**config.mk**
```make
export PLATFORM = sky130hd
export DESIGN_NAME = mem_port_arbiter
export DESIGN_NICKNAME = d
export VERILOG_FILES = /design/src/rtl/mem_arb_pkg.sv /design/src/rtl/arb_timeout_counter.sv /design/src/rtl/mem_port_arbiter.sv
export SDC_FILE = /design/constraint.sdc
export NUM_CORES = 1
export LEC_CHECK = 0
export ABC_AREA = 1
export CAP_MARGIN = 20
export CORE_MARGIN = 2
export CORE_UTILIZATION = 40
export DETAILED_ROUTE_END_ITERATION = 6
export HOLD_SLACK_MARGIN = 0.02
export PLACE_DENSITY = 0.78
export SLEW_MARGIN = 5
export SYNTH_ARGS = -nofsm -noshare
export SYNTH_HDL_FRONTEND = slang
export SYNTH_SLANG_ARGS = --single-unit
```
**constraint.sdc**
```tcl
create_clock -name clock -period 4.8 [get_ports clock]
set_input_delay 0.72 -clock clock [delete_from_list [all_inputs] [get_ports clock]]
set_output_delay 0.72 -clock clock [all_outputs]
set_load 0.02 [all_outputs]
```
**src/rtl/mem_arb_pkg.sv**
```systemverilog
// Shared types and constants for the instruction/data memory port arbiter.
package mem_arb_pkg;

  typedef enum logic [1:0] {
    ST_IDLE   = 2'd0,
    ST_BUSY_D = 2'd1,
    ST_BUSY_I = 2'd2
  } arb_state_e;

  localparam logic [1:0]  SIZE_WORD = 2'b11;
  localparam logic [31:0] ERR_DATA  = 32'hDEADBEEF;

  function automatic logic [3:0] sat_inc4(input logic [3:0] v);
    return (v == 4'hF) ? v : v + 4'd1;
  endfunction

endpackage

```
**src/rtl/arb_timeout_counter.sv**
```systemverilog
// Clearable up-counter; tc_o flags the enabled cycle that would reach Limit.
module arb_timeout_counter #(
  parameter int unsigned Width = 8,
  parameter int unsigned Limit = 255
) (
  input  logic clk_i,
  input  logic rst_i,
  input  logic clear_i,
  input  logic en_i,
  output logic tc_o
);

  localparam logic [Width-1:0] LastVal = Width'(Limit - 1);

  logic [Width-1:0] cnt_q, cnt_d;

  always_comb begin
    cnt_d = cnt_q;
    if (clear_i) begin
      cnt_d = '0;
    end else if (en_i) begin
      cnt_d = cnt_q + 1'b1;
    end
  end

  assign tc_o = en_i && !clear_i && (cnt_q == LastVal);

  always_ff @(posedge clk_i or posedge rst_i) begin
    if (rst_i) begin
      cnt_q <= '0;
    end else begin
      cnt_q <= cnt_d;
    end
  end

endmodule

```
**src/rtl/mem_port_arbiter.sv**
```systemverilog
// Shares one variable-latency memory between fetch and data ports; data has priority,
// with a starvation guard for fetch and a timeout abort that sets a sticky error.
module mem_port_arbiter
  import mem_arb_pkg::*;
#(
  parameter int unsigned STARVE_LIMIT   = 4,
  parameter int unsigned TIMEOUT_CYCLES = 255
) (
  input  logic        clock,
  input  logic        reset,
  input  logic        if_req,
  input  logic [31:0] if_addr,
  output logic [31:0] if_rdata,
  output logic        if_valid,
  input  logic        dm_req,
  input  logic        dm_we,
  input  logic [1:0]  dm_size,
  input  logic [31:0] dm_addr,
  input  logic [31:0] dm_wdata,
  output logic [31:0] dm_rdata,
  output logic        dm_valid,
  output logic        mem_req,
  output logic        mem_we,
  output logic [1:0]  mem_size,
  output logic [31:0] mem_addr,
  output logic [31:0] mem_wdata,
  input  logic [31:0] mem_rdata,
  input  logic        mem_ready,
  output logic        stall_if,
  output logic        stall_mem,
  output logic        bus_error
);

  localparam logic [3:0] StarveLim = 4'(STARVE_LIMIT);

  arb_state_e  state_q, state_d;
  logic [3:0]  starve_q, starve_d;
  logic        mem_req_q, mem_req_d, mem_we_q, mem_we_d;
  logic [1:0]  mem_size_q, mem_size_d;
  logic [31:0] mem_addr_q, mem_addr_d, mem_wdata_q, mem_wdata_d;
  logic [31:0] if_rdata_q, if_rdata_d, dm_rdata_q, dm_rdata_d;
  logic        if_valid_q, if_valid_d, dm_valid_q, dm_valid_d;
  logic        bus_error_q, bus_error_d;
  logic        busy, tmo_hit;

  assign busy = (state_q != ST_IDLE);

  // Held clear while idle so the count starts from zero on every BUSY entry.
  arb_timeout_counter #(
    .Width(8),
    .Limit(TIMEOUT_CYCLES)
  ) u_tmo (
    .clk_i  (clock),
    .rst_i  (reset),
    .clear_i(!busy),
    .en_i   (busy && !mem_ready),
    .tc_o   (tmo_hit)
  );

  always_comb begin
    state_d     = state_q;
    starve_d    = starve_q;
    mem_req_d   = mem_req_q;
    mem_we_d    = mem_we_q;
    mem_size_d  = mem_size_q;
    mem_addr_d  = mem_addr_q;
    mem_wdata_d = mem_wdata_q;
    if_rdata_d  = if_rdata_q;
    dm_rdata_d  = dm_rdata_q;
    if_valid_d  = 1'b0;
    dm_valid_d  = 1'b0;
    bus_error_d = bus_error_q;

    unique case (state_q)
      ST_IDLE: begin
        if (!if_req) starve_d = '0;
        if (dm_req && (!if_req || (starve_q < StarveLim))) begin
          state_d     = ST_BUSY_D;
          mem_req_d   = 1'b1;
          mem_we_d    = dm_we;
          mem_size_d  = dm_size;
          mem_addr_d  = dm_addr;
          mem_wdata_d = dm_wdata;
          if (if_req) starve_d = sat_inc4(starve_q);
        end else if (if_req) begin
          state_d     = ST_BUSY_I;
          mem_req_d   = 1'b1;
          mem_we_d    = 1'b0;
          mem_size_d  = SIZE_WORD;
          mem_addr_d  = if_addr;
          mem_wdata_d = '0;
          starve_d    = '0;
        end
      end
      ST_BUSY_D, ST_BUSY_I: begin
        // A ready arriving on the timeout cycle still counts as a normal completion.
        if (mem_ready || tmo_hit) begin
          state_d   = ST_IDLE;
          mem_req_d = 1'b0;
          if (!mem_ready) bus_error_d = 1'b1;
          if (state_q == ST_BUSY_D) begin
            dm_valid_d = 1'b1;
            dm_rdata_d = !mem_ready ? ERR_DATA : (mem_we_q ? 32'h0 : mem_rdata);
          end else begin
            if_valid_d = 1'b1;
            if_rdata_d = mem_ready ? mem_rdata : ERR_DATA;
          end
        end
      end
      default: state_d = ST_IDLE;
    endcase
  end

  always_ff @(posedge clock or posedge reset) begin
    if (reset) begin
      state_q     <= ST_IDLE;
      starve_q    <= '0;
      mem_req_q   <= 1'b0;
      mem_we_q    <= 1'b0;
      mem_size_q  <= '0;
      mem_addr_q  <= '0;
      mem_wdata_q <= '0;
      if_rdata_q  <= '0;
      dm_rdata_q  <= '0;
      if_valid_q  <= 1'b0;
      dm_valid_q  <= 1'b0;
      bus_error_q <= 1'b0;
    end else begin
      state_q     <= state_d;
      starve_q    <= starve_d;
      mem_req_q   <= mem_req_d;
      mem_we_q    <= mem_we_d;
      mem_size_q  <= mem_size_d;
      mem_addr_q  <= mem_addr_d;
      mem_wdata_q <= mem_wdata_d;
      if_rdata_q  <= if_rdata_d;
      dm_rdata_q  <= dm_rdata_d;
      if_valid_q  <= if_valid_d;
      dm_valid_q  <= dm_valid_d;
      bus_error_q <= bus_error_d;
    end
  end

  assign mem_req   = mem_req_q;
  assign mem_we    = mem_we_q;
  assign mem_size  = mem_size_q;
  assign mem_addr  = mem_addr_q;
  assign mem_wdata = mem_wdata_q;
  assign if_rdata  = if_rdata_q;
  assign dm_rdata  = dm_rdata_q;
  assign if_valid  = if_valid_q;
  assign dm_valid  = dm_valid_q;
  assign bus_error = bus_error_q;
  assign stall_if  = if_req & ~if_valid_q;
  assign stall_mem = dm_req & ~dm_valid_q;

endmodule

```
==> results of run 1 <==
[metal layers]
| metal | part of all wire, % | up-vias | global-route usage (%) |
|---|---|---|---|
| met5 | 0 | - | 0 |
| met3 | 9.6 | 32 | 9.50 |
| met2 | 48 | 270 | 38.4 |
| met4 | 2.5 | 0 | 9.38 |
| met1 | 40 | 3146 | 30.5 |
| li1 | - | 3176 | - |
[critical path, stage by stage]
cell             delay, ns
clkdlybuf4s50_1       0.53
inv_1                 0.05
nor2_1                0.09
clkdlybuf4s50_1       0.61
[cell families (layout without fill, tap and decap cells)]
group	Yosys count	count (layout)	share of synthesized area [%]
adders and majority gates	5	5	0.910
and+or+nand+nor	428	428	26.7
DFF	149	149	54.3
AOI/OAI and AO/OA	136	136	10.0
buffers and inverters	111	363	8.12
[per-stage QoR]
stage	hold WS, ns	instance area (µm²)	instances	setup slack [ns]
3_5_place_dp	0.458	9580	1267	2.06
5_1_grt	0.486	10200	1301	2.02
6_report	0.470	10200	1301	2.07
4_1_cts	0.473	10100	1299	1.78
2_1_floorplan	0.442	6870	829	0.0720
3_3_place_gp	0.453	9560	1266	2.05
[area by class of cell]
cell class / count / area share, %
well taps: 220 / 2.70
clock inverters: 12 / 1.26
inverters: 49 / 1.90
multi-input cells: 569 / 25.4
repair buffers: 282 / 27.9
flip-flops and latches: 149 / 36.6
clock buffers: 20 / 4.28
[power groups by stage]
stage          combinational (mW)  sequential (mW)  clock, mW
2_1_floorplan                1.31             2.77          0
3_3_place_gp                 3.41             2.17          0
3_5_place_dp                 3.48             2.18          0
4_1_cts                      3.49             2.17       1.32
5_1_grt                      3.84             2.21       1.38
6_report                     3.54             2.15       1.30
[worst paths after layout]
kind | from | to | slack (ns) | depth (start not counted)
min in group asynchronous | reset | mem_wdata[5] | 0.90 | 2
min reg2reg | if_rdata[10] | if_rdata[10] | 0.47 | 2
min | if_rdata[10] | if_rdata[10] | 0.47 | 2
max in group asynchronous | reset | if_rdata[9] | 2.96 | 3
max | if_req | stall_if | 2.07 | 4
max reg2reg | state_q[0] | dm_rdata[20] | 2.28 | 6
[layout by cell type (no fill, tap or decap), types with 2 or more instances in the layout]
cell type,netlist,routed
inv_2,2,3
nor3_1,2,2
o21ai_1,4,4
inv_1,46,44
nand3_4,2,2
nand3_1,6,6
inv_6,0,3
dfrtp_1,149,149
buf_16,0,2
clkinv_4,1,2
ha_1,5,4
buf_4,6,7
a21oi_1,71,71
o21bai_1,2,2
clkdlybuf4s50_1,0,271
nand2_1,288,287
bufinv_16,0,2
nand4_1,66,66
clkinvlp_4,0,3
nand2_2,2,3
nor2_1,58,58
clkinv_2,0,4
clkbuf_16,0,17
clkbuf_1,18,3
o21ai_0,58,58
[state kept, by name (all words and copies together) (netlist names)]
name,cells
bus_error,1
dm_rdata,32
dm_valid,1
if_rdata,32
if_valid,1
mem_addr,32
mem_req,1
mem_size,2
mem_wdata,32
mem_we,1
starve_q,4
state_q,2
u_tmo.cnt_q,8
==> impl_results.md, run 1 <==
- Clock power frac: 18.6%
- Hold Path Class: register to register
- # fillers: 1,491
- Internal power: 4.04 mW
- Hold Buf Count CTS: 0
- Clock Latency Late Sink: 0.42 ns
- Top cell type's share of synthesized area: 54.3%
- CTS sink cnt: 149
- #FFs+latches synth: 149
- Area contributors post-synth: dfrtp_1, nand2_1, nand4_1
- Max IR drop VDD: 0.360 mV
- H-Tree Level Count: 4
- Post-CTS resize count: 0
- Outcome: finished, final reports clean
- Prevailing post-synth register cell: dfrtp_1
- Final Skew: 0.00949 ns
- Syn nets: 970
- Clk root buf: clkbuf_16
- Gr usage total: 24.4%
- First drt pass iteration count: 5
- Initial antenna violation count: 0
- Max-cap violations: 0
- Share of layout cells above drive strength 1: 5.00%
- Synth Cell Area: 0.00687 mm²
- Switching share of total power: 42.1%
- Minimum clock period: 2.73 ns
- Final design utilization: 61.1%
- Final WL: 22,000 µm
- Sequential power share: 30.7%
- Final Power: 6.98 mW
- WS Path Type: primary input to output port
- Port Buf Inserts: 272
- Yosys warns: 0
- DIE AREA: 0.0182 mm²
- Die H: 135 µm
- Max Transition Viols Final: 0
- Distinct cells, synth: 28
- First-pass GRT wire length: 34,800 µm
- Pwr Density: 685 mW/mm²
- Core region area: 0.0167 mm²
- Critical Path RT: 4.08 ns
- Gr ovfl total: 0
- WL/cell: 16.9 µm
- Setup TNS: 0 ns
- Clock buffer count from CTS: 17
- Multi-input gate area: 0.00259 mm²
- Yosys top cell by area: dfrtp_1
- Drt initial violations: 454
- Final setup fails: 0
- Post-DP HPWL: 14,800 µm
- Drt via density: 5.09
- Final nets: 1,209
- Largest net degree at the start of global routing: 103
- Most frequent cell after synthesis: nand2_1
- RSZ-0062 raised after global routing: no
- Hold Vio Cnt, Final: 0
- Clock Path Buffers: 2
- Worst slew pin tran: 0.950 ns
- Setup Buffers After CTS: 0
- Relative slew slack: 36.7%
- CP Data Arrival Time: 2.01 ns
- Die X: 135 µm
- CTS tree: built
- Io pins: 273
- Vias in the first global route: 6,457
- Area growth from synthesis to layout: 48.4%
- Worst setup SP type: primary input
- Combinational share of power: 50.7%
- # diodes: 0
- Commonest cells post-synth: nand2_1, dfrtp_1, a21oi_1, nand4_1
- DRT antenna net count: 0
- Clock transition at the registers of the reported paths: 0.06 ns
- Achievable frequency: 0.367 GHz
- Leakage power: 4.71 nW
- Residual DRC count: 0
- Syn Inst Count: 829
- Mean Syn Cell Area: 8.29 µm²
- Vias: 6,624
- CP Max Fanout: 5
- Sequential area share after synthesis: 54.3%
- Psw: 2.94 mW
- Gpl congestion: 0.826
- Initial Util: 41.2%
- Number of synthesized flops with an enable pin: 0
- Rows: 47
- FFs w/ async S/R, synth: 100%
- Worst setup EP type: output port
- Final Cycle Share: 56.8%
- Register area: 0.00373 mm²
Note: power is estimated with default switching activity, not from simulation.
==> run 2, diff against run 1 <==
clock period = 2.23 ns   (was 4.8 ns; I/O delays follow)
==> impl_results.md, run 2 (same netlist as run 1, synthesis figures left out) <==
- Relative slew slack: 59.1%
- Achievable frequency: 0.501 GHz
- Hold Vio Cnt, Final: 0
- Die H: 135 µm
- First drt pass iteration count: 6
- Gr usage total: 23.4%
- Gr ovfl total: 0
- Vias in the first global route: 6,530
- Final nets: 1,216
- Crit path max-delay family: buffers and inverters
- CP Max Fanout: 5
- Worst setup SP type: primary input
- Port Buf Inserts: 272
- Initial antenna violation count: 0
- Post-CTS resize count: 0
- Clock Path Buffers: 2
- Clock transition at the registers of the reported paths: 0.06 ns
- CTS sink cnt: 149
- Minimum clock period: 2.00 ns
- Most common cell after layout, fill and taps aside: nand2_1
- Pwr Density: 1480 mW/mm²
- Final Cycle Share: 89.6%
- Clock buffer count from CTS: 17
- H-Tree Level Count: 4
- Core region area: 0.0167 mm²
- Final WL: 21,000 µm
- Max-cap violations: 0
- Largest net degree at the start of global routing: 82
- CP Data Arrival Time: 1.66 ns
- Drt initial violations: 387
- Worst setup EP type: output port
- Hold Buf Count CTS: 0
- DIE AREA: 0.0182 mm²
- Area growth from synthesis to layout: 50.4%
- Commonest non-fill, non-tap cells in the layout: nand2_1, clkdlybuf4s50_1, dfrtp_1
- First-pass GRT wire length: 33,600 µm
- Post-DP HPWL: 14,200 µm
- Outcome: finished, final reports clean
- Vias: 6,550
- Slowest-stage cell, CP: clkdlybuf4s50_1
- Final setup fails: 0
- Setup TNS: 0 ns
- Largest stage delay on the critical path: 0.61 ns
- Worst slew pin tran: 0.614 ns
- WS Path Type: primary input to output port
- FF-to-FF path depth: 7
- CP cell instances: clkdlybuf4s50_1 > inv_1 > nor2_1 > clkdlybuf4s50_1
- Rows: 47
- Max IR drop VDD: 0.707 mV
- Placed cell count: 1,276
- CP dominant cell by count: clkdlybuf4s50_1
- Critical Path Stages: 4
- Initial Util: 41.2%
- Gpl congestion: 0.807
- WL/cell: 16.1 µm
- Clock Latency Late Sink: 0.42 ns
- Hold Path Cell Cnt: 4
- Io pins: 273
- Critical path buffers and inverters: 3
- # diodes: 0
- Hold Path Class: primary input to register
- Clk root buf: clkbuf_16
- Share of layout cells above drive strength 1: 5.80%
- Final Skew: 0.0118 ns
- Max Transition Viols Final: 0
- Final cell count without fillers: 1,307
- Setup Buffers After CTS: 0
- Die X: 135 µm
- Leakage power: 4.78 nW
- Critical Path RT: 1.90 ns
- CTS tree: built
- Residual DRC count: 0
- RSZ-0062 raised after global routing: no
- DRT antenna net count: 0
- Drt via density: 5.01
## run 2: stage by stage
stage / hold WS, ns / utilization (%) / instance area (µm²) / power [mW] / setup slack (ns)
floorplan: 0.442 / - / 6880 / 8.78 / 0.0205
global placement: 0.452 / 58.1 / 9700 / 12.1 / 0.189
detailed placement: 0.458 / 58.1 / 9700 / 12.2 / 0.208
CTS: 0.251 / 61.9 / 10300 / 15.4 / 0.207
global route: 0.268 / 61.9 / 10300 / 16.2 / 0.0935
finish: 0.272 / 61.9 / 10300 / 15.3 / 0.232
## run 2: worst paths after layout
| check | start | to | slack (ns) |
|---|---|---|---|
| max | if_req | stall_if | 0.23 |
| min | mem_ready | u_tmo.cnt_q[7] | 0.27 |
| max reg2reg | state_q[1] | mem_we | 0.29 |
| min reg2reg | if_rdata[16] | if_rdata[16] | 0.47 |
| max in group asynchronous | reset | mem_addr[27] | 1.43 |
| min in group asynchronous | reset | mem_wdata[3] | 0.39 |
## run 2: layer usage
metal | vias to the layer above | wire [µm] | GRT usage [%]
li1 | 3179 | - | -
met1 | 3089 | 8750 | 29.2
met2 | 258 | 9920 | 38.1
met3 | 24 | 1950 | 8.71
met4 | 0 | 378 | 7.23
met5 | - | 0 | 0
## run 2: area by class of cell
cell class / count / area [µm²]
fillers: 1452 / 6370
inverters: 49 / 193
multi-input cells: 569 / 2590
flip-flops and latches: 149 / 3730
clock buffers: 20 / 467
well taps: 220 / 275
repair buffers: 289 / 2910
clock inverters: 11 / 171
## run 2: power by group
part	leakage (nW)	switching (mW)	internal [mW]	total, mW
logic	2.62	4.43	3.13	7.56
clock network	0.309	1.15	1.96	3.11
registers	1.84	0.677	3.91	4.59
total	4.78	6.25	9.01	15.3
## run 2: worst min-delay path, stage by stage
cell and delay (ns):
buf_2 0.09, inv_2 0.07, nand4_1 0.10, nand2_1 0.05
